$ cat src/rtl/seq_pkg.sv
// Shared types and constants for the serial pattern transmitter.
// State encoding, idle line level and bit-counter sizing.
package seq_pkg;

    typedef enum logic [1:0] {
        IDLE  = 2'd0,
        SHIFT = 2'd1,
        GAP   = 2'd2,
        DONE  = 2'd3
    } state_t;

    localparam logic IDLE_BIT_DEF = 1'b0;

    // Bit counter must hold PAT_W-1; never narrower than one bit.
    function automatic int bit_cnt_w(input int pat_w);
        return (pat_w > 2) ? $clog2(pat_w) : 1;
    endfunction

endpackage

$ cat src/rtl/piso_shift.sv
// Parallel-in serial-out register, MSB first; load has priority over shift.
// Zero latency from register to o_msb; no flow control, shifts when told.
module piso_shift #(
    parameter int PAT_W = 4
) (
    input  logic             clk,
    input  logic             reset,
    input  logic             i_load,
    input  logic             i_shift,
    input  logic [PAT_W-1:0] i_dat,
    output logic             o_msb
);

    logic [PAT_W-1:0] r_sh;

    always_ff @(posedge clk or posedge reset) begin
        if (reset) begin
            r_sh <= '0;
        end else if (i_load) begin
            r_sh <= i_dat;
        end else if (i_shift) begin
            r_sh <= {r_sh[PAT_W-2:0], 1'b0};
        end
    end

    assign o_msb = r_sh[PAT_W-1];

endmodule

$ cat src/rtl/seq_pattern_tx.sv
// Serial pattern transmitter: repeats a captured pattern MSB-first with idle gaps.
// First bit appears one cycle after start is accepted in IDLE; start is ignored otherwise.
module seq_pattern_tx
    import seq_pkg::*;
#(
    parameter int   PAT_W    = 4,
    parameter int   CNT_W    = 4,
    parameter logic IDLE_BIT = IDLE_BIT_DEF
) (
    input  logic             clk,
    input  logic             reset,
    input  logic             start,
    input  logic [PAT_W-1:0] pattern,
    input  logic [CNT_W-1:0] repeat_n,
    input  logic [CNT_W-1:0] gap_n,
    output logic             out,
    output logic             out_valid,
    output logic             frame_start,
    output logic             busy,
    output logic             done
);

    localparam int              BCW      = bit_cnt_w(PAT_W);
    localparam logic [BCW-1:0]  LAST_BIT = BCW'(PAT_W - 1);

    state_t           r_state;
    state_t           w_state_nxt;
    logic [PAT_W-1:0] r_pat;
    logic [CNT_W-1:0] r_rep;
    logic [CNT_W-1:0] r_gap;
    logic [CNT_W-1:0] r_copy_cnt;
    logic [CNT_W-1:0] r_gap_cnt;
    logic [BCW-1:0]   r_bit_cnt;

    logic             w_capture;
    logic             w_load;
    logic             w_shift;
    logic             w_bit_clr;
    logic             w_bit_inc;
    logic             w_copy_inc;
    logic             w_gap_ld;
    logic             w_gap_dec;
    logic [PAT_W-1:0] w_pat_src;
    logic             w_msb;

    always_ff @(posedge clk or posedge reset) begin
        if (reset) begin
            r_state <= IDLE;
        end else begin
            r_state <= w_state_nxt;
        end
    end

    // Copy counter is compared before incrementing, so it never exceeds r_rep.
    always_comb begin
        w_state_nxt = r_state;
        w_capture   = 1'b0;
        w_load      = 1'b0;
        w_shift     = 1'b0;
        w_bit_clr   = 1'b0;
        w_bit_inc   = 1'b0;
        w_copy_inc  = 1'b0;
        w_gap_ld    = 1'b0;
        w_gap_dec   = 1'b0;
        case (r_state)
            IDLE: begin
                if (start) begin
                    w_state_nxt = SHIFT;
                    w_capture   = 1'b1;
                    w_load      = 1'b1;
                    w_bit_clr   = 1'b1;
                end
            end
            SHIFT: begin
                if (r_bit_cnt == LAST_BIT) begin
                    if (r_copy_cnt == r_rep) begin
                        w_state_nxt = DONE;
                    end else if (r_gap == '0) begin
                        w_load     = 1'b1;
                        w_copy_inc = 1'b1;
                        w_bit_clr  = 1'b1;
                    end else begin
                        w_state_nxt = GAP;
                        w_gap_ld    = 1'b1;
                    end
                end else begin
                    w_shift   = 1'b1;
                    w_bit_inc = 1'b1;
                end
            end
            GAP: begin
                if (r_gap_cnt == CNT_W'(1)) begin
                    w_state_nxt = SHIFT;
                    w_load      = 1'b1;
                    w_copy_inc  = 1'b1;
                    w_bit_clr   = 1'b1;
                end else begin
                    w_gap_dec = 1'b1;
                end
            end
            DONE:    w_state_nxt = IDLE;
            default: w_state_nxt = IDLE;
        endcase
    end

    always_ff @(posedge clk or posedge reset) begin
        if (reset) begin
            r_pat      <= '0;
            r_rep      <= '0;
            r_gap      <= '0;
            r_copy_cnt <= '0;
            r_gap_cnt  <= '0;
            r_bit_cnt  <= '0;
        end else begin
            if (w_capture) begin
                r_pat      <= pattern;
                r_rep      <= repeat_n;
                r_gap      <= gap_n;
                r_copy_cnt <= '0;
            end else if (w_copy_inc) begin
                r_copy_cnt <= r_copy_cnt + CNT_W'(1);
            end
            if (w_bit_clr) begin
                r_bit_cnt <= '0;
            end else if (w_bit_inc) begin
                r_bit_cnt <= r_bit_cnt + BCW'(1);
            end
            if (w_gap_ld) begin
                r_gap_cnt <= r_gap;
            end else if (w_gap_dec) begin
                r_gap_cnt <= r_gap_cnt - CNT_W'(1);
            end
        end
    end

    assign w_pat_src = (r_state == IDLE) ? pattern : r_pat;

    piso_shift #(
        .PAT_W (PAT_W)
    ) u_piso (
        .clk     (clk),
        .reset   (reset),
        .i_load  (w_load),
        .i_shift (w_shift),
        .i_dat   (w_pat_src),
        .o_msb   (w_msb)
    );

    assign out         = (r_state == SHIFT) ? w_msb : IDLE_BIT;
    assign out_valid   = (r_state == SHIFT) || (r_state == GAP);
    assign frame_start = (r_state == SHIFT) && (r_bit_cnt == '0);
    assign busy        = (r_state == SHIFT) || (r_state == GAP);
    assign done        = (r_state == DONE);

endmodule

$ cat config.mk
export PLATFORM = sky130hd
export DESIGN_NAME = seq_pattern_tx
export DESIGN_NICKNAME = d
export VERILOG_FILES = /design/src/rtl/seq_pkg.sv /design/src/rtl/piso_shift.sv /design/src/rtl/seq_pattern_tx.sv
export SDC_FILE = /design/constraint.sdc
export NUM_CORES = 1
export LEC_CHECK = 0
export BUFFER_PORTS_ARGS = -buffer_cell sky130_fd_sc_hd__buf_4
export CAP_MARGIN = 20
export CORE_MARGIN = 1
export CORE_UTILIZATION = 56
export DETAILED_ROUTE_END_ITERATION = 10
export GPL_TIMING_DRIVEN = 0
export PLACE_DENSITY_LB_ADDON = 0.2
export SYNTH_ARGS = -nofsm -noshare
export SYNTH_HDL_FRONTEND = slang
export SYNTH_SLANG_ARGS = --single-unit
export TNS_END_PERCENT = 5
$ cat constraint.sdc
create_clock -name clk -period 2.15 [get_ports clk]
set_clock_uncertainty 0.2 [all_clocks]
set_input_delay 0.43 -clock clk [delete_from_list [all_inputs] [get_ports clk]]
set_output_delay 0.43 -clock clk [all_outputs]
set_load 0.05 [all_outputs]
# After elaboration in Yosys (flattened, before gate mapping)
# Cells that the tools add are included.
# totals
input_bits	15
out_inout_bits	5
reg_bits	28
word_cells	62
# classes
reduce_logical	9
n_addsub	3
eq_ne	10
muxes	32
# ops
operator	n
$mux W4	7
$mux W1	15
$mux W2	7
$pmux W2 S4	1
$eq A2 B2 Y1 const B	3
$ne A2 B2 Y1 const B	3
$reduce_bool A2 Y1	3
$add A4 B1 Y4 const B	1
$eq A4 B1 Y1 const B	1
$eq A4 B4 Y1	1
$logic_not A2 Y1	2
$logic_not A4 Y1	1
$reduce_and A4 Y1	1
$sub A4 B1 Y4 const B	1
$ne A3 B3 Y1 const B	1
$pmux W1 S3	1
$add A2 B1 Y2 const B	1
$eq A2 B1 Y1 const B	1
$pmux W1 S2	1
$logic_and A1 B1 Y1	1
$logic_or A1 B1 Y1	1

# Longest topological paths before layout
# logic_depth
ltp_word	7
mapped_depth	8
depth_no_buf	7

# By module
# Synthesis repeated with hierarchy kept, for this count alone.
# unflattened
cells_unflattened	144
area_unflattened_um2	1627.8
# modules_own_cells
mod	n_inst	seq_area_each_um2	area_per_inst_um2	cells_each
seq_pattern_tx	1	600.6	1452.6	127
piso_shift	1	100.1	175.2	17

# Worst setup path before layout
# OpenSTA, ideal clock, no wires.
# synth_timing
path_type	flip-flop to flip-flop
startpoint	register r_state[0]
endpoint	register r_copy_cnt[3]
path_slack_ns	0.111
t_required_ns	1.871
arrival_time_ns	1.760
path_stages_with_launch	7
path_cell_list	dfrtp_1 > inv_1 > ha_1 > and3_1 > a32o_2 > nand4_1 > mux2i_1
# synth_between
elab_chain_len	3
elab_cells_between_ends	7
cone_classes	2 x eq/ne; 3 x mux; 2 x reduce/logical
# synth_lines
element	line	source
start: declaration	seq_pattern_tx.sv:26	state_t r_state;
start signal: assignment	seq_pattern_tx.sv:50	r_state <= w_state_nxt;
$eq A2 B2 Y1, or another cell as far along	seq_pattern_tx.sv:65	case (r_state)
$pmux W1 S2 or $mux W1 (tied branches)	seq_pattern_tx.sv:65	
$reduce_bool A2 Y1 (no source line) or $mux W4 (tied branches)	n/a	
end signal: assignment	seq_pattern_tx.sv:121	r_copy_cnt <= r_copy_cnt + CNT_W'(1);
end: declaration	seq_pattern_tx.sv:31	logic [CNT_W-1:0] r_copy_cnt;
# Several ways; a longest one is shown, not always the timed one.
# A chain may end at the register's enable or synchronous reset.

# Worst setup path after layout
# layout_timing
startpoint	register r_state[1]
endpoint	output out
# layout_between
elab_chain_len	2
# layout_lines
element	line	source
$eq A2 B1 Y1	seq_pattern_tx.sv:149	assign out = (r_state == SHIFT) ? w_msb : IDLE_BIT;
$mux W1	seq_pattern_tx.sv:149	
end: declaration	seq_pattern_tx.sv:16	output logic out,
# No other way between the ends.

==> impl_metrics.json <==
{
  "status": "completed",
  "drtAntennaViolNets": 0,
  "antenna_found_initial": 0,
  "crit_required_ns": 1.52,
  "synthCells": 136,
  "hold_path_class": "input pin to flop",
  "first_pass_iters": 4,
  "path_clk_slew_ns": 0.15,
  "rsz0062_at_grt": "true",
  "synth_nets": 160,
  "synth_enable_flop_cells": 0,
  "holdPathStages": 2,
  "drv_cap": 0,
  "worst_slack_ns": 0.0582,
  "grt_max_degree": 29,
  "cts_tree": "built",
  "holdWs_ns": 0.115,
  "die_x_um": 54.7,
  "io_pins": 20,
  "dp_hpwl_mm": 1.95,
  "yosysWarnings": 0,
  "clock_latency_ns": 0.32,
  "cts_buffers": 3,
  "place_area_sq_um": 1740,
  "grtUsageTotal_pct": 19.0,
  "setup_violations": 0,
  "startpoint_type": "flop",
  "async_flop_share_pct": 100,
  "r2r_cells": 6,
  "postLayoutCellArea_sq_um": 1830,
  "synth_top_flop_cell": "dfrtp_1",
  "drc": 0,
  "peakVddDrop_v": 0.00139,
  "endpoint_kind": "output pin",
  "fp.dieH_um": 54.7,
  "fin_nets": 186,
  "timing.fmax_ghz": 0.478,
  "cts_setup_buffers": 0,
  "synth.distinct_cells": 36,
  "grt_pass1_vias": 994,
  "num_vias": 1069,
  "p_per_area_nw_per_um2": 1480,
  "min_from": "start",
  "whs_endpoint": "r_copy_cnt[0]$_DFFE_PP0P_",
  "p_switching_w": 0.00115,
  "synth-seq-area-share_pct": 45.0,
  "clockPowerShare_pct": 9.2,
  "clock_path_buffers": 2,
  "p_sw_share_pct": 42.3,
  "tightest_slew_ns": 0.451,
  "wl_per_cell_um": 13.7,
  "syn_avg_cell_area_sq_um": 11.5,
  "drt-total-wl_mm": 2.62,
  "drv_slew": 0,
  "fin_crit_ns": 2.09,
  "rows": 18,
  "htreeDepth": 1,
  "post_route_cells_drive_above_1_share_pct": 32.9,
  "ys_ff_latch": 28,
  "slew_headroom_pct": 69.9,
  "drtIter0Drc": 14,
  "arrival_ns": 1.46,
  "power.share.combinational_pct": 55.4,
  "p_int_w": 0.00157,
  "r2r-end": "r_gap[2]$_DFFE_PP0P_",
  "antennaDiodeCount": 0,
  "leakagePower_nw": 0.836,
  "power_frac_seq_pct": 35.5,
  "synthToLayoutAreaGrowth_pct": 17.6,
  "place_congestion": 0.800,
  "path_class": "flop to output pin",
  "initial_core_util_pct": 61.2,
  "cts_sinks": 28,
  "grt_overflow": 0,
  "netlist_area_sq_um": 1560,
  "r2r_slack_ns": 0.14,
  "fin_crit_sh_pct": 97.3,
  "finalHoldViolations": 0,
  "die-area_sq_um": 3000,
  "coreArea_sq_um": 2540,
  "io_buffers": 19,
  "grt_pass1_wl_mm": 3.97,
  "path_max_fanout": 9,
  "place_ws_ns": 0.129,
  "cts_root_buf": "clkbuf_4",
  "r2r-start": "r_state[0]$_DFFE_PP0P_",
  "via_per_inst": 5.60
}
## worst max-delay path by stage
stage,start,endpoint,cells past startpoint
final,r_state[1]$_DFFE_PP0P_,out,5
after global routing,r_state[1]$_DFFE_PP0P_,out,5
after CTS,r_state[0]$_DFFE_PP0P_,out_valid,4
after detailed placement,r_state[0]$_DFFE_PP0P_,r_gap[3]$_DFFE_PP0P_,6
after global placement,r_state[0]$_DFFE_PP0P_,r_rep[3]$_DFFE_PP0P_,6
after floorplan,r_state[0]$_DFFE_PP0P_,r_copy_cnt[3]$_DFFE_PP0P_,6
## layout make-up
class                   count  area (sq um)
plain buffers               4          31.3
clock buffers               4          36.3
fillers                   185           713
inverters                   8          30.0
multi-input cells          96           808
flip-flops and latches     28           701
well taps                  30          37.5
repair buffers             21           188
## power groups by stage
stage	Clock [W]	Combinational (W)	Sequential, W
3_5_place_dp	0	0.00145	0.000974
2_1_floorplan	0	0.00118	0.000930
5_1_grt	0.000281	0.00166	0.000986
6_report	0.000248	0.00150	0.000962
3_3_place_gp	0	0.00140	0.000958
4_1_cts	0.000259	0.00146	0.000961
## cells in the final DEF, fill, tap and decap left out, types with 2 or more instances in the layout
| cell type | count |
|---|---|
| a21oi_1 | 9 |
| and2_1 | 2 |
| and3_1 | 2 |
| buf_4 | 19 |
| buf_6 | 3 |
| clkbuf_4 | 3 |
| dfrtp_1 | 28 |
| ha_1 | 8 |
| inv_1 | 7 |
| mux2_2 | 13 |
| mux2i_1 | 12 |
| nand2_1 | 7 |
| nand4_1 | 2 |
| nor2_1 | 8 |
| o21ai_0 | 5 |
| xnor2_1 | 7 |
## layer usage
metal	routed length [um]	vias to the layer above	part of all wire, %	GRT usage, %
met1	1090	514	42	22.3
met2	1420	18	54	33.7
met5	0	-	0	0
met3	77	4	2.9	3.33
met4	29	0	1.1	7.69
li1	-	533	-	-
## state kept, by name (all words and copies together) (netlist names)
signal and count:
r_pat 4, u_piso.r_sh 4, r_copy_cnt 4, r_gap_cnt 4, r_rep 4, r_state 2, r_bit_cnt 2, r_gap 4
## per-stage QoR
stage	util [%]	instances	TNS, ns	total power [W]
after floorplan	-	136	0	0.00211
after global placement	68.3	185	0	0.00236
after detailed placement	68.3	185	0	0.00243
after CTS	69.7	189	0	0.00268
after global routing	72.0	191	-0.0104	0.00293
final	72.0	191	0	0.00271
## Yosys cell counts, types with 2 or more instances
cell type   n  area, sq um
a21oi_1     9         45.0
and2_1      2         12.5
and3_1      2         12.5
buf_4       2         15.0
dfrtp_1    28          701
ha_1        9          113
inv_1       8         30.0
mux2_2     13          146
mux2i_1    12          120
nand2_1     7         26.3
nand4_1     2         12.5
nor2_1      8         30.0
o21ai_0     5         25.0
xnor2_1     7         61.3
## worst max-delay path, cell delays in order (launching register included)
cell and delay (ns):
dfrtp_1 0.43, inv_2 0.07, ha_1 0.17, buf_4 0.16, and2_1 0.16, buf_6 0.15
## what timing repair did
item | CTS | global route
hold endpoints to repair | 0 | 9
setup endpoints to repair | 0 | 7
resized for setup | 0 | 4
hold buffers | 0 | 1
## kinds of logic (layout without fill, tap and decap cells)
| logic type | Yosys count | in the layout | synth area share (%) |
|---|---|---|---|
| compound gates | 24 | 24 | 10.1 |
| xor+xnor | 8 | 8 | 4.50 |
| fa+ha+maj | 9 | 9 | 7.23 |
| buf+inv | 12 | 37 | 3.94 |
| flops | 28 | 28 | 45.0 |
| mux | 25 | 25 | 17.1 |
| simple gates | 30 | 30 | 12.1 |
Power figures use the tool's default switching activity.
